**config.mk**
```make
export PLATFORM = sky130hd
export DESIGN_NAME = i2s_tx_serializer
export DESIGN_NICKNAME = d
export VERILOG_FILES = /design/src/rtl/i2s_tx_serializer.sv
export SDC_FILE = /design/constraint.sdc
export NUM_CORES = 1
export LEC_CHECK = 0
export CORE_MARGIN = 2
export CORE_UTILIZATION = 45
export CTS_BUF_LIST = sky130_fd_sc_hd__clkbuf_4 sky130_fd_sc_hd__clkbuf_8
export DETAILED_ROUTE_END_ITERATION = 6
export GPL_ROUTABILITY_DRIVEN = 1
export MAX_ROUTING_LAYER = met4
export PLACE_DENSITY_LB_ADDON = 0.3
export SLEW_MARGIN = 20
export SYNTH_ARGS = -nofsm -noshare
export SYNTH_HDL_FRONTEND = slang
export SYNTH_SLANG_ARGS = --single-unit
```
**constraint.sdc**
```tcl
create_clock -name clk -period 2.37 [get_ports clk]
set_clock_uncertainty 0.15 [all_clocks]
set_input_delay 0.237 -clock clk [delete_from_list [all_inputs] [get_ports clk]]
set_output_delay 0.237 -clock clk [all_outputs]
set_load 0.1 [all_outputs]
```
**src/rtl/i2s_tx_serializer.sv**
```systemverilog
`default_nettype none
// ============================================================================
// Module   : i2s_tx_serializer
// Purpose  : Philips I2S transmitter fed one word per slot from an upstream
//            buffer. Optional macro I2S_TX_MONO_DUP_EN sends one word per frame.
// Revision : 1.0 - initial release
// ============================================================================
module i2s_tx_serializer #(
    parameter int WIDTH     = 24,
    parameter int SLOT_BITS = 32,
    parameter int CLK_DIV   = 2
) (
    input  logic             clk,
    input  logic             rst_n,
    input  logic [WIDTH-1:0] data_in,
    input  logic             data_avail,
    output logic             data_req,
    output logic             bclk,
    output logic             lrclk,
    output logic             sdata,
    output logic             underrun,
    output logic [15:0]      underrun_cnt
);

    localparam int DIV_W = (CLK_DIV > 1) ? $clog2(CLK_DIV) : 1;
    localparam int BIT_W = $clog2(SLOT_BITS);
    localparam logic [DIV_W-1:0] c_DIV_LAST = DIV_W'(CLK_DIV - 1);
    localparam logic [BIT_W-1:0] c_BIT_LAST = BIT_W'(SLOT_BITS - 1);

    typedef enum logic [1:0] {
        S_IDLE    = 2'd0,
        S_REQ     = 2'd1,
        S_WAIT    = 2'd2,
        S_CAPTURE = 2'd3
    } state_t;

    state_t           r_state;
    logic [DIV_W-1:0] r_div_cnt;
    logic [BIT_W-1:0] r_bit_cnt;
    logic             r_bclk;
    logic             r_lrclk;
    logic             r_sdata;
    logic [WIDTH-1:0] r_shift;
    logic [WIDTH-1:0] r_hold;
    logic             r_data_req;
    logic             r_underrun;
    logic [15:0]      r_underrun_cnt;

    logic w_div_wrap;
    logic w_fall_tick;
    logic w_slot_wrap;
    logic w_fetch_start;

    assign w_div_wrap  = (r_div_cnt == c_DIV_LAST);
    assign w_fall_tick = w_div_wrap & r_bclk;
    assign w_slot_wrap = w_fall_tick & (r_bit_cnt == c_BIT_LAST);

`ifdef I2S_TX_MONO_DUP_EN
    // Fetch only when the right slot ends; hold_reg then feeds both channels.
    assign w_fetch_start = w_slot_wrap & r_lrclk;
`else
    assign w_fetch_start = w_slot_wrap;
`endif

    always_ff @(posedge clk or negedge rst_n) begin
        if (!rst_n) begin
            r_div_cnt <= '0;
            r_bit_cnt <= '0;
            r_bclk    <= 1'b0;
            r_lrclk   <= 1'b0;
            r_sdata   <= 1'b0;
            r_shift   <= '0;
        end else begin
            r_div_cnt <= w_div_wrap ? '0 : r_div_cnt + 1'b1;
            if (w_div_wrap) begin
                r_bclk <= ~r_bclk;
            end
            if (w_fall_tick) begin
                // Old MSB goes out before the reload, giving the one-BCLK delay.
                r_sdata <= r_shift[WIDTH-1];
                if (r_bit_cnt == c_BIT_LAST) begin
                    r_bit_cnt <= '0;
                    r_lrclk   <= ~r_lrclk;
                    r_shift   <= r_hold;
                end else begin
                    r_bit_cnt <= r_bit_cnt + 1'b1;
                    r_shift   <= {r_shift[WIDTH-2:0], 1'b0};
                end
            end
        end
    end

    always_ff @(posedge clk or negedge rst_n) begin
        if (!rst_n) begin
            r_state        <= S_IDLE;
            r_hold         <= '0;
            r_data_req     <= 1'b0;
            r_underrun     <= 1'b0;
            r_underrun_cnt <= '0;
        end else begin
            r_data_req <= 1'b0;
            r_underrun <= 1'b0;
            case (r_state)
                S_IDLE: begin
                    if (w_fetch_start) begin
                        r_state <= S_REQ;
                    end
                end
                S_REQ: begin
                    if (data_avail) begin
                        r_data_req <= 1'b1;
                        r_state    <= S_WAIT;
                    end else begin
                        r_hold     <= '0;
                        r_underrun <= 1'b1;
                        if (r_underrun_cnt != 16'hFFFF) begin
                            r_underrun_cnt <= r_underrun_cnt + 16'd1;
                        end
                        r_state <= S_IDLE;
                    end
                end
                S_WAIT: begin
                    r_state <= S_CAPTURE;
                end
                S_CAPTURE: begin
                    r_hold  <= data_in;
                    r_state <= S_IDLE;
                end
                default: begin
                    r_state <= S_IDLE;
                end
            endcase
        end
    end

    assign data_req     = r_data_req;
    assign bclk         = r_bclk;
    assign lrclk        = r_lrclk;
    assign sdata        = r_sdata;
    assign underrun     = r_underrun;
    assign underrun_cnt = r_underrun_cnt;

endmodule
`default_nettype wire

```
==> results.md, run 1 <==
* Clock transition at path regs at ~0.08 ns
* P_int at between 2 and 2.5 mW
* CTS buffer count at 9
* Drt wl/cell at 12.69 µm
* Placed Cells at approximately 460
* Max cap viols at 0
* Slew HR at around 62%
* Gr ovfl total at 0
* Clock buffer depth at 2
* Diode count at 0
* Antenna violations before repair at 0
* Crit end category: register
* Power per cell area at about 620 mW/mm²
* Worst EP required at between 2 and 2.5 ns
* Crit path max-delay cell type: or3b_1
* Worst vdd ir at between 0.0003 and 0.0004 V
* Clock root cell: clkbuf_8
* Syn Nets at 352
* Starting Density at approximately 46%
* Final Util at between 50% and 60%
* Sw Pwr at between 0.4 and 0.5 mW
* Buffers plus inverters on the worst setup path at 1
* Final setup fails at 0
* Post-Place Worst Slack at between 0.1 and 0.15 ns
* Status: complete, no violations
* Vias at 2372
* DRT antenna net count at 0
* CP Launch Type: register
* Crit path max-delay family: simple AND/OR/NAND/NOR gates
* Critical path type: reg -> reg
* DP HPWL at between 4 and 5 mm
* DRT Pass-1 Iters at 4
* First-pass GRT wire length at 10.81 mm
* Crit-path cells: or3b_1 > inv_2 > nand3_4 > nor4_1 > xor2_1
* Worst EP arrival at ~2.1 ns
* Core Rows at 31
* Worst Hold Class: in -> async
* GP Congestion at roughly 0.8
* DR iter-0 viols at between 70 and 80
* Post-route setup slack at ~0.36 ns
* Synthesized area per cell at just over 10 µm²
* Non-filler instance count after layout at about 480
* Netlist cell types at 30
* Remaining routing DRC violations at 0
* Worst Tran Pin Value at about 0.56 ns
* Period utilization at ~85%
* Nets at 401
* TritonCTS clock tree: built
* Number of global-route vias before repair at 2436
* Layout cells sized above 1 at a little under a fifth
* Die ar. at slightly above 0.008 mm²
* Combinational share of power at under 10%
* Input/output buffers at 47
* Crit-path max FO at 9
* Clk_lat worst skew at 0.34 ns
* Largest net degree at the start of global routing at 49
* Core area at about 0.0072 mm²
* Mapped Cells at about 320
* Switching share of power at 19.05%
* Post-Route WL at between 6 and 7 mm
* Final min period at around 2 ns
* Area Overhead vs Synth at 23.78%
* Io pins at between 40 and 50
* Clock sink total at 77
* Crit path largest cell delay at around 0.58 ns
* Setup TNS at 0 ns
* Fmax at between 400 and 500 MHz
* Leakage power at ~1.9 nW
* Die X at about 90 µm
* Final hold vios at 0
* Die height at approximately 90 µm
* GR Util All Layers at between 10% and 20%
* Fillers at between 600 and 700
* Register area share after synthesis at 57.57%
* H-Tree Depth at 3
* Ys Warns at 0
* RSZ-0062 raised after global routing: no
* Final Max Slew Viols at 0
* Clk network pwr share at 46.0%
* FF+latch count, synth at 77
* Vias per cell at about 5
* Flop pwr share at between 50% and 60%
* Post-Syn Area at approximately 0.0033 mm²
[power groups by stage]
stage | Clock [mW] | Combinational (mW) | Sequential, mW
after floorplan | 0 | 0.000451 | 1.34
after global placement | 0 | 0.0726 | 1.34
after detailed placement | 0 | 0.0726 | 1.34
after CTS | 1.20 | 0.0743 | 1.31
after global routing | 1.26 | 0.0810 | 1.31
final | 1.18 | 0.0717 | 1.31
[metrics by stage]
step                      instance area (µm²)  hold WS [ns]  power, mW
after CTS                                4143        0.2761      2.590
after global routing                     4143        0.2931      2.654
after global placement                   3894        0.1251      1.411
after detailed placement                 3894        0.1213      1.411
after floorplan                          3361       -0.2086      1.339
final                                    4143        0.2831      2.562
[flip-flops by register name, summed over array words and instances, names as in the netlist, named ones only]
| name | count |
|---|---|
| underrun_cnt | 16 |
| underrun | 1 |
| data_req | 1 |
| sdata | 1 |
| r_hold | 24 |
| r_state | 1 |
| r_div_cnt | 1 |
| r_shift | 24 |
| r_bit_cnt | 5 |
| bclk | 1 |
| lrclk | 1 |
[metal layers]
metal	share of wire (%)	global-route usage (%)	up-vias
li1	-	-	1197
met1	48	20.64	1121
met2	47	26.50	45
met3	3.5	3.688	9
met4	1.9	8.590	0
met5	0	-	-
[repair_timing]
item                      4_1_cts  5_1_grt
buffers inserted                0        0
gates resized for setup         0        0
hold endpoints to repair       43        0
hold buffers                    1        0
[layout make-up]
type | instances | area (µm²) | share of cell area [%]
clock buffers | 11 | 138.9 | 3.352
clock inverters | 5 | 100.1 | 2.416
repair buffers | 55 | 490.5 | 11.84
well taps | 99 | 123.9 | 2.990
multi-input cells | 223 | 1330 | 32.11
inverters | 5 | 18.77 | 0.4530
flip-flops and latches | 77 | 1941 | 46.84
[cells in the mapped netlist]
| cell type | instances | share of area [%] |
|---|---|---|
| nor3b_1 | 2 | 0.45 |
| nor2_1 | 8 | 0.90 |
| o21ai_0 | 51 | 7.6 |
| mux2_2 | 5 | 1.7 |
| or2_4 | 1 | 0.26 |
| nor4b_2 | 1 | 0.45 |
| xnor2_1 | 4 | 1.0 |
| nand4_1 | 6 | 1.1 |
| and4_1 | 1 | 0.26 |
| inv_1 | 4 | 0.45 |
| nand3_1 | 8 | 1.2 |
| a21oi_1 | 3 | 0.45 |
| buf_1 | 1 | 0.11 |
| dfrtp_1 | 77 | 58 |
| buf_2 | 2 | 0.30 |
| inv_2 | 1 | 0.11 |
| and3_1 | 4 | 0.75 |
| nor4_4 | 2 | 1.3 |
| mux2i_1 | 23 | 6.9 |
| nand3_4 | 1 | 0.52 |
| buf_6 | 1 | 0.34 |
| or3b_1 | 1 | 0.26 |
| xor2_1 | 11 | 2.9 |
| o21a_1 | 1 | 0.22 |
| nand2_1 | 78 | 8.7 |
| nor3_1 | 4 | 0.60 |
| clkbuf_1 | 13 | 1.5 |
| ha_1 | 3 | 1.1 |
| a21o_1 | 1 | 0.22 |
| nor4_1 | 4 | 0.75 |
[path summary, 6_finish.rpt]
kind,from,to,slack (ns),cells after the start
worst max-delay path,register,underrun_cnt[10]$_DFFE_PN0P_,0.36,5
worst min-delay path,rst_n,sdata$_DFFE_PN0N_,0.28,2
min in group clk,data_in[19],r_hold[19]$_DFFE_PN0P_,0.29,3
worst min register to register,r_state[0]$_DFFE_PN0P_,r_state[0]$_DFFE_PN0P_,0.32,1
worst max register to register,register,underrun_cnt[10]$_DFFE_PN0P_,0.36,5
max in group asynchronous,rst_n,r_hold[17]$_DFFE_PN0P_,1.21,3
[kinds of logic after synthesis]
logic type | Yosys count | synth area share, %
xor gates and xnor gates | 15 | 3.925
muxes | 28 | 8.561
AOI/OAI and AO/OA | 56 | 8.523
and+or+nand+nor | 121 | 17.53
DFF | 77 | 57.57
adders and majority gates | 3 | 1.122
buffers and inverters | 22 | 2.766
[cell usage in the layout (no fill, tap or decap), types with 4 or more instances in the layout]
cell type         n
nor3_1            4
dfrtp_1          66
xnor2_1           4
clkdlybuf4s50_1  25
and3_1            4
nand3_1           8
xor2_1           11
nand4_1           6
mux2i_1          23
buf_4            28
nor2_1            7
mux2_2            5
o21ai_0          51
nand2_1          78
inv_1             4
clkbuf_8          9
nor4_1            4
dfrtp_2          11
No activity file was read; power rests on OpenSTA's default activity.
==> run 2, diff against run 1 <==
==> constraint.sdc (replaced) <==
create_clock -name clk -period 1.96 [get_ports clk]
set_clock_uncertainty 0.15 [all_clocks]
set_input_delay 0.196 -clock clk [delete_from_list [all_inputs] [get_ports clk]]
set_output_delay 0.196 -clock clk [all_outputs]
set_load 0.1 [all_outputs]
==> run 2 against run 1 <==
  * Sequential power grew 21%
  * Die area unchanged
  * Register-to-register slack worse by 0.21 ns
  * First-iteration DRC count up 49%
  * Cell count rose by 1.7%
  * Highest routed layer unchanged
  * Worst hold slack got worse by 0.052 ns
  * Maximum frequency grew 11%
  * Critical path depth unchanged
  * Global-route usage increased by 0.88 points
  * Combinational power rose by 26%
  * Largest power group unchanged
==> results.md, run 2 (synthesis gave the netlist of run 1 again) <==
* Final min period at 1.801 ns (-0.2050 ns)
* Critical path type: reg -> reg
* Crit path depth at 5 (unchanged)
* Worst Hold Class: in -> async
* DR iter-0 viols at 106 (+49%)
* Die X at 90.24 µm (unchanged)
* FF-to-FF setup slack at 0.16 ns (-0.21 ns)
* Io pins at 48 (unchanged)
* Starting Density at 46.39% (unchanged)
* Status: complete, no violations
* Clock root cell: clkbuf_8
* Clock sink total at 77 (unchanged)
* GP Congestion at 0.8333 (+1.3%)
* Core area at 0.007214 mm² (unchanged)
* Slew HR at 63.01% (+0.64 points)
* TritonCTS clock tree: built
* Period utilization at 91.87% (+7.2 points)
* DP HPWL at 4.294 mm (+4.8%)
* Critical Path End: underrun_cnt[9]$_DFFE_PN0P_
* Vias at 2439 (+2.8%)
* Area of the multi-input gates at 0.001348 mm² (+1.3%)
* Drt wl/cell at 13.16 µm (+3.7%)
* Die ar. at 0.008143 mm² (unchanged)
* Final Util at 59.38% (+2.0 points)
* Antenna violations before repair at 0 (unchanged)
* Max cap viols at 0 (unchanged)
* RSZ-0062 raised after global routing: no
* Clock transition at path regs at 0.08 ns (about the same)
* Non-filler instance count after layout at 483 (+1.7%)
* Vias per cell at 5.050 (+1.1%)
* Fillers at 642 (-1.4%)
* RR Endpoint: underrun_cnt[9]$_DFFE_PN0P_
* H-Tree Depth at 3 (unchanged)
* Remaining routing DRC violations at 0 (unchanged)
* Core Rows at 31 (unchanged)
* Worst Setup SP: underrun_cnt[8]$_DFFE_PN0P_
* Post-Route WL at 6.357 mm (+5.4%)
* Power per cell area at 732.4 mW/mm² (+18%)
* Crit-path max FO at 6 (-3)
* Crit end category: register
* Worst Tran Pin Value at 0.5549 ns (-0.009641 ns)
* Input/output buffers at 47 (unchanged)
* Final Power at 3.138 mW (+22%)
* Register area at 0.001972 mm² (+1.6%)
* Largest net degree at the start of global routing at 49 (unchanged)
* Crit path largest cell delay at 0.46 ns (-0.12 ns)
* Nets at 409 (+2.0%)
* Reg2Reg Depth at 5 (unchanged)
* First-pass GRT wire length at 11.35 mm (+5.0%)
* Fmax at 555.3 MHz (+11%)
* Tightest hold margin at 0.2311 ns (-0.05194 ns)
* Crit path max-delay family: simple AND/OR/NAND/NOR gates
* Setup TNS at 0 ns (unchanged)
* Crit-path cells: nand4_1 > nor4_4 > buf_4 > nor4b_2 > xor2_1
* Commonest non-fill, non-tap cell in the layout: nand2_1
* DRT antenna net count at 0 (unchanged)
* Worst vdd ir at 0.0004153 V (+25%)
* Number of global-route vias before repair at 2575 (+5.7%)
* Diode count at 0 (unchanged)
* CP Launch Type: register
* Clock buffer depth at 2 (unchanged)
* Worst EP required at 2.04 ns (-0.44 ns)
* Layout cells sized above 1 at 22.14% (+4.1 points)
* Final hold vios at 0 (unchanged)
* Area Overhead vs Synth at 28.00%
* GR Util All Layers at 17.74% (+0.88 points)
* RR Startpoint: underrun_cnt[8]$_DFFE_PN0P_
* Final setup fails at 0 (unchanged)
* Placed Cells at 466 (+1.7%)
* Gr ovfl total at 0 (unchanged)
* Crit path max-delay cell type: dfrtp_4
* Final Max Slew Viols at 0 (unchanged)
* Leakage power at 1.895 nW (+2.1%)
* Worst EP arrival at 1.88 ns (-0.24 ns)
* Buffers plus inverters on the worst setup path at 1 (unchanged)
* Most frequent cells in the layout: 78 x nand2_1, 61 x dfrtp_1, 51 x o21ai_0, 34 x buf_4, 25 x clkdlybuf4s50_1
* Die height at 90.24 µm (unchanged)
* Clk_lat worst skew at 0.35 ns (about the same)
* CTS buffer count at 9 (unchanged)
* DRT Pass-1 Iters at 4 (unchanged)
[run 2: routing by layer]
| layer | routed length [µm] | vias up | GRT usage (%) |
|---|---|---|---|
| met5 | 0 | - | - |
| met4 | 152 | 0 | 9.615 |
| met3 | 195 | 12 | 2.934 |
| met2 | 3001 | 54 | 28.82 |
| met1 | 3008 | 1161 | 21.23 |
| li1 | - | 1212 | - |
[run 2: final cells by class]
class / instances / area share (%)
sequential: 77 / 46.03
clock inverter: 5 / 2.512
timing repair buffer: 63 / 13.43
inverter: 5 / 0.4381
multi-input combinational: 223 / 31.45
clock buffer: 11 / 3.242
tap: 99 / 2.891
[run 2: worst min path at each step]
stage,endpoint,from
after floorplan,async pin,rst_n
after global placement,r_div_cnt$_DFF_PN0_,rst_n
after detailed placement,lrclk$_DFFE_PN0P_,rst_n
after CTS,r_hold[11]$_DFFE_PN0P_,data_in[11]
after global routing,r_hold[0]$_DFFE_PN0P_,data_in[0]
final,r_div_cnt$_DFF_PN0_,rst_n
[run 2: power breakdown]
group | switching [mW] | internal, mW
logic | 0.0387 | 0.0515
registers | 0 | 1.59
clock network | 0.579 | 0.882
[run 2: repair_timing]
action | in CTS | in global routing
hold endpoints to repair | 40 | 0
gates resized for setup | 0 | 4
hold buffers | 1 | 0
buffers inserted | 0 | 0
endpoints found under the setup margin | 0 | 5
[run 2: stage by stage]
| step | setup WS, ns | cell area, µm² |
|---|---|---|
| final | 0.1593 | 4284 |
| after global routing | 0.002259 | 4284 |
| after CTS | 0.08988 | 4267 |
| after detailed placement | -0.1445 | 4010 |
| after global placement | -0.09711 | 4010 |
| after floorplan | -0.05179 | 3393 |
